`config.mk`:
```
export PLATFORM = sky130hd
export DESIGN_NAME = addsub_rr_arbiter_flat
export DESIGN_NICKNAME = d
export VERILOG_FILES = /design/src/rtl/addsub_rr_arbiter_if.sv /design/src/rtl/addsub_rr_arbiter.sv /design/src/flat_wrapper.sv
export SDC_FILE = /design/constraint.sdc
export NUM_CORES = 1
export LEC_CHECK = 0
export CORE_MARGIN = 2
export CORE_UTILIZATION = 40
export CTS_CLUSTER_SIZE = 8
export DETAILED_ROUTE_END_ITERATION = 6
export GPL_TIMING_DRIVEN = 1
export PLACE_DENSITY = 0.69
export REMOVE_ABC_BUFFERS = 1
export SYNTH_ARGS = -nofsm -noshare
export SYNTH_HDL_FRONTEND = slang
export SYNTH_SLANG_ARGS = --single-unit
export TNS_END_PERCENT = 5
```
`constraint.sdc`:
```
create_clock -name clk -period 1.79 [get_ports clk]
set_input_delay 0.358 -clock clk [delete_from_list [all_inputs] [get_ports clk]]
set_output_delay 0.358 -clock clk [all_outputs]
set_load 0.01 [all_outputs]
```
`src/rtl/addsub_rr_arbiter_if.sv`:
```
// Requester-side bundle for the shared 4-bit add/sub unit.
// The ovf signal exists only when ADDSUB_OVF_EN is defined.
interface addsub_rr_arbiter_if;
  logic [1:0] req;
  logic [3:0] a0;
  logic [3:0] b0;
  logic       sub0;
  logic [3:0] a1;
  logic [3:0] b1;
  logic       sub1;
  logic [1:0] ack;
  logic       valid;
  logic [3:0] result;
  logic       cout;
  logic       grant_id;
  logic       busy;
  logic [7:0] op_count;
`ifdef ADDSUB_OVF_EN
  logic       ovf;
`endif

  modport master (
`ifdef ADDSUB_OVF_EN
    input  ovf,
`endif
    output req, a0, b0, sub0,
    output a1, b1, sub1,
    input  ack, valid, result, cout,
    input  grant_id, busy, op_count
  );

  modport slave (
`ifdef ADDSUB_OVF_EN
    output ovf,
`endif
    input  req, a0, b0, sub0,
    input  a1, b1, sub1,
    output ack, valid, result, cout,
    output grant_id, busy, op_count
  );
endinterface

```
`src/rtl/addsub_rr_arbiter.sv`:
```
// Round-robin shared 4-bit adder/subtractor, req/ack per client.
// Define ADDSUB_OVF_EN to add the registered signed-overflow flag.
module addsub_rr_arbiter (
  input  logic                 clk,
  input  logic                 rst,
  addsub_rr_arbiter_if.slave   bus
);

  typedef enum logic [1:0] {
    IDLE = 2'd0,
    EXEC = 2'd1,
    RESP = 2'd2
  } state_t;

  state_t     state, state_n;
  logic       ptr;
  logic       win;
  logic       gid_q;
  logic [3:0] la, lb;
  logic       lsub;
  logic [3:0] bx;
  logic [4:0] sum;
  logic [3:0] res_q;
  logic       cout_q;
  logic [7:0] cnt_q;
`ifdef ADDSUB_OVF_EN
  logic [3:0] low;
  logic       ovf_q;
`endif

  // Both asking: the pointer decides; otherwise the lone requester wins.
  always_comb begin
    win = ptr;
    unique case (bus.req)
      2'b01:   win = 1'b0;
      2'b10:   win = 1'b1;
      default: win = ptr;
    endcase
  end

  assign bx  = lb ^ {4{lsub}};
  assign sum = {1'b0, la} + {1'b0, bx}
             + {4'b0, lsub};
`ifdef ADDSUB_OVF_EN
  assign low = {1'b0, la[2:0]} + {1'b0, bx[2:0]}
             + {3'b0, lsub};
`endif

  always_ff @(posedge clk) begin
    if (rst) state <= IDLE;
    else     state <= state_n;
  end

  always_comb begin
    state_n   = state;
    bus.ack   = 2'b00;
    bus.valid = 1'b0;
    bus.busy  = 1'b0;
    unique case (state)
      IDLE: if (|bus.req) state_n = EXEC;
      EXEC: begin
        bus.busy = 1'b1;
        state_n  = RESP;
      end
      RESP: begin
        bus.busy  = 1'b1;
        bus.valid = 1'b1;
        bus.ack   = gid_q ? 2'b10 : 2'b01;
        state_n   = IDLE;
      end
      default: state_n = IDLE;
    endcase
  end

  always_ff @(posedge clk) begin
    if (rst) begin
      ptr    <= 1'b0;
      gid_q  <= 1'b0;
      la     <= 4'd0;
      lb     <= 4'd0;
      lsub   <= 1'b0;
      res_q  <= 4'd0;
      cout_q <= 1'b0;
      cnt_q  <= 8'd0;
`ifdef ADDSUB_OVF_EN
      ovf_q  <= 1'b0;
`endif
    end else begin
      unique case (state)
        IDLE: if (|bus.req) begin
          gid_q <= win;
          la    <= win ? bus.a1 : bus.a0;
          lb    <= win ? bus.b1 : bus.b0;
          lsub  <= win ? bus.sub1 : bus.sub0;
        end
        EXEC: begin
          res_q  <= sum[3:0];
          cout_q <= sum[4];
`ifdef ADDSUB_OVF_EN
          ovf_q  <= low[3] ^ sum[4];
`endif
        end
        RESP: begin
          cnt_q <= cnt_q + 8'd1;
          ptr   <= ~gid_q;
        end
        default: ;
      endcase
    end
  end

  assign bus.result   = res_q;
  assign bus.cout     = cout_q;
  assign bus.grant_id = gid_q;
  assign bus.op_count = cnt_q;
`ifdef ADDSUB_OVF_EN
  assign bus.ovf      = ovf_q;
`endif

endmodule
```
`src/flat_wrapper.sv`:
```
// flat-port wrapper written by rule: the top's interface ports become plain ports
module addsub_rr_arbiter_flat 
  (clk, rst, bus_req, bus_a0, bus_b0, bus_sub0, bus_a1, bus_b1, bus_sub1, bus_ack, bus_valid, bus_result, bus_cout, bus_grant_id, bus_busy, bus_op_count);
  addsub_rr_arbiter_if bus_i ();
  input  logic clk;
  input  logic rst;
  input wire logic [$bits(bus_i.req)-1:0] bus_req;
  input wire logic [$bits(bus_i.a0)-1:0] bus_a0;
  input wire logic [$bits(bus_i.b0)-1:0] bus_b0;
  input wire logic [$bits(bus_i.sub0)-1:0] bus_sub0;
  input wire logic [$bits(bus_i.a1)-1:0] bus_a1;
  input wire logic [$bits(bus_i.b1)-1:0] bus_b1;
  input wire logic [$bits(bus_i.sub1)-1:0] bus_sub1;
  output wire logic [$bits(bus_i.ack)-1:0] bus_ack;
  output wire logic [$bits(bus_i.valid)-1:0] bus_valid;
  output wire logic [$bits(bus_i.result)-1:0] bus_result;
  output wire logic [$bits(bus_i.cout)-1:0] bus_cout;
  output wire logic [$bits(bus_i.grant_id)-1:0] bus_grant_id;
  output wire logic [$bits(bus_i.busy)-1:0] bus_busy;
  output wire logic [$bits(bus_i.op_count)-1:0] bus_op_count;
  assign bus_i.req = bus_req;
  assign bus_i.a0 = bus_a0;
  assign bus_i.b0 = bus_b0;
  assign bus_i.sub0 = bus_sub0;
  assign bus_i.a1 = bus_a1;
  assign bus_i.b1 = bus_b1;
  assign bus_i.sub1 = bus_sub1;
  assign bus_ack = bus_i.ack;
  assign bus_valid = bus_i.valid;
  assign bus_result = bus_i.result;
  assign bus_cout = bus_i.cout;
  assign bus_grant_id = bus_i.grant_id;
  assign bus_busy = bus_i.busy;
  assign bus_op_count = bus_i.op_count;
  addsub_rr_arbiter u_core (.clk(clk), .rst(rst), .bus(bus_i));
endmodule
```
==> results.cfg <==
[flow_run]
cap_violations = 0

[drt]
vias = 1129
drt_iter0_drc = 63
avgRoutedWirePerCell_um = 11.80
drtPass1Iterations = 2
viasPerCell = 4.804
routed_wl_um = 2773
ant_nets = 0
drc_errors = 0

[synth]
synth_mux_area_share_pct = 9.603
synth.most_common_cell = dfxtp_1
synthArstFlopShare_pct = 0
synth_edf_count = 0
synth_top_family_by_area = simple AND/OR/NAND/NOR gates
synth_top_area_share_pct = 38.41
synth-simple-area-share_pct = 15.24
synth-compound-area-share_pct = 13.48
avgSynthCellArea_um2 = 9.345
syn_inst = 145
synth_top_cell_by_area = dfxtp_1
ys_top_cells_by_area = dfxtp_1, ha_1, mux2i_1, a211oi_1, nor2_1
ys_seq_area_share_pct = 38.41
synthXorXnorAreaFrac_pct = 5.817
synth_area_um2 = 1355
synth_cell_types = 32
synth_top_flop_cell = dfxtp_1
ys_ff_latch = 26
synth_adder_area_share_pct = 11.63
yosys-top-cells-count = dfxtp_1, nor2_1, a211oi_1, mux2i_1, ha_1
yosys_warnings = 0

[die]
ios = 40
die_w_um = 62.21
die_y_um = 62.21
fp.dieArea_um2 = 3869
initial_core_util_pct = 41.26
num_rows = 21
core_um2 = 3284

[timing]
slew-limit-headroom_pct = 77.58
fin_tns_setup_ps = 0
finalHoldViolations = 0
period_minus_slack_ps = 1703
drv_slew = 0
tightest_slew_ps = 327.0
rsz0062_at_grt = false
max_freq_ghz = 0.5873
finalCritPeriodShare_pct = 95.13
finClkSkew_ps = 6.684
setup_viol = 0

[critical_path]
arrival_ps = 1340
timing.rr.start = u_core.lsub$_SDFFE_PP0P_
reg2reg_to = u_core.bus.result[3]$_SDFFE_PP0N_
endpoint_kind = primary output
startpoint_type = register
cp-startpoint = u_core.state[0]$_SDFFE_PP0P_
cp.required_ps = 1430
critical_path.max_fanout = 8
path_class = register to primary output
ff2ff_path_depth = 5
r2r_slack_ps = 160

[power_and_ir_drop]
peakVddDrop_v = 0.0003846
leakagePower_nw = 0.7997
power.density_nw_per_um2 = 793.8

[finish]
final_nets = 224
seqCellArea_um2 = 524.3
fillCellCount = 312
diodes = 0
layout-drive-gt1-share_pct = 12.70
multiInputGateArea_um2 = 777.0
syn_to_final_growth_pct = 40.26
instances_no_fill = 235

[hold_path]
min_to = u_core.bus.op_count[7]$_SDFFE_PP0N_
hp-start = u_core.bus.op_count[7]$_SDFFE_PP0N_
holdPathStages = 2
hp-class = register to register

[placement]
place.gp.congestion = 0.7358
placed_cells = 230
io_buffers = 39
hpwl_um = 2208

[grt]
grtUsageMet3_pct = 1.993
grt_pass1_wl_um = 4857
antenna_found_initial = 0
grt_pass1_vias = 1127
grtUsageMet2_pct = 25.82
grt_use_met1_pct = 19.37
grt_start_max_net_pins = 20
gr-max-usage-layer = met2
grt_usage_pct = 15.21
grt_overflow = 0

[clock_network]
cts-root-buf = clkbuf_4
clock_sinks = 26
htree_num_levels = 1
cts_tree = built
hold_buffers = 0
cts_buffer_depth = 2
clk_latency_ps = 310
cts_buffers = 3
clk_pin_slew_ps = 140

[outcome]
status = finished clean
## how the worst max path moves through the flow
| stage | end | slack (ps) |
|---|---|---|
| floorplan | u_core.la[0]$_SDFFE_PP0P_ | -190 |
| detailed placement | u_core.lb[0]$_SDFFE_PP0P_ | -270 |
| global route | bus_valid | 6 |
| global placement | u_core.lb[0]$_SDFFE_PP0P_ | -220 |
| finish | bus_valid | 90 |
| CTS | bus_valid | -10 |
## power by group
group	internal (W)	switching, W	leakage (nW)	total [W]
sequential	0.000635	0.0000440	0.214	0.000679
clock	0.000226	0.000170	0.0279	0.000396
combinational	0.000235	0.000198	0.558	0.000433
## timing repair
| item | CTS | global route |
|---|---|---|
| cloned | 0 | 0 |
| buffers inserted | 1 | 0 |
| resized for setup | 7 | 10 |
| endpoints found under the setup margin | 4 | 6 |
## per-layer routing
layer	up-vias	part of all wire [%]
met5	-	0
met4	0	1.0
met3	2	4.7
met2	29	48
met1	514	46
li1	584	-
## state kept, by name, indices dropped and copies added (netlist names)
signal and count:
u_core.lb 4, u_core.bus.result 4, u_core.bus.cout 1, u_core.lsub 1, u_core.state 2, u_core.la 4, u_core.bus.grant_id 1, u_core.ptr 1
u_core.bus.op_count 8
## stage by stage
stage / instance area (um^2) / power, W / hold slack, ps / setup WS [ps] / util, %
floorplan: 1310 / 0.0009293 / 427.1 / -189.8 / -
global placement: 1818 / 0.001101 / 463.8 / -218.5 / 55.35
detailed placement: 1818 / 0.001116 / 475.9 / -272.0 / 55.35
CTS: 1877 / 0.001517 / 495.0 / -9.669 / 57.14
global route: 1901 / 0.001614 / 528.0 / 5.877 / 57.87
finish: 1901 / 0.001509 / 489.7 / 87.25 / 57.87
## area by class of cell
type	instances	area share, %
Clock buffer	3	1.185
Timing Repair Buffer	48	23.96
Inverter	9	1.777
Tap cell	46	3.028
Sequential cell	26	27.58
Clock inverter	1	1.580
Multi-Input combinational cell	102	40.88
## cells by family after synthesis
logic type               after synthesis
AND/OR/NAND/NOR                       42
AO/OA/AOI/OAI                         26
flip-flops                            26
buffers and inverters                 17
multiplexers                          13
adder cells (fa/ha/maj)               12
XOR/XNOR                               9
## critical path: stages, from the launching register on
cell,delay [ps]
dfxtp_2,350
inv_1,90
ha_2,210
buf_6,140
clkdlybuf4s15_1,240
## layout by cell type (no fill, tap or decap), types with 2 or more instances in the layout
cell type and n:
dfxtp_1 23, nor2b_1 3, o21ai_0 3, ha_1 10, xor2_1 5, or3_1 3, xnor2_1 3, inv_1 9
nand4_1 2, mux2i_1 12, clkdlybuf4s50_1 35, buf_4 8, nand3_1 2, clkbuf_4 3, clkdlybuf4s15_1 2, a21oi_1 5
dfxtp_2 3, nand2_1 6, a211oi_1 12, nor2_1 19
Note: power is estimated with default switching activity, not from simulation.
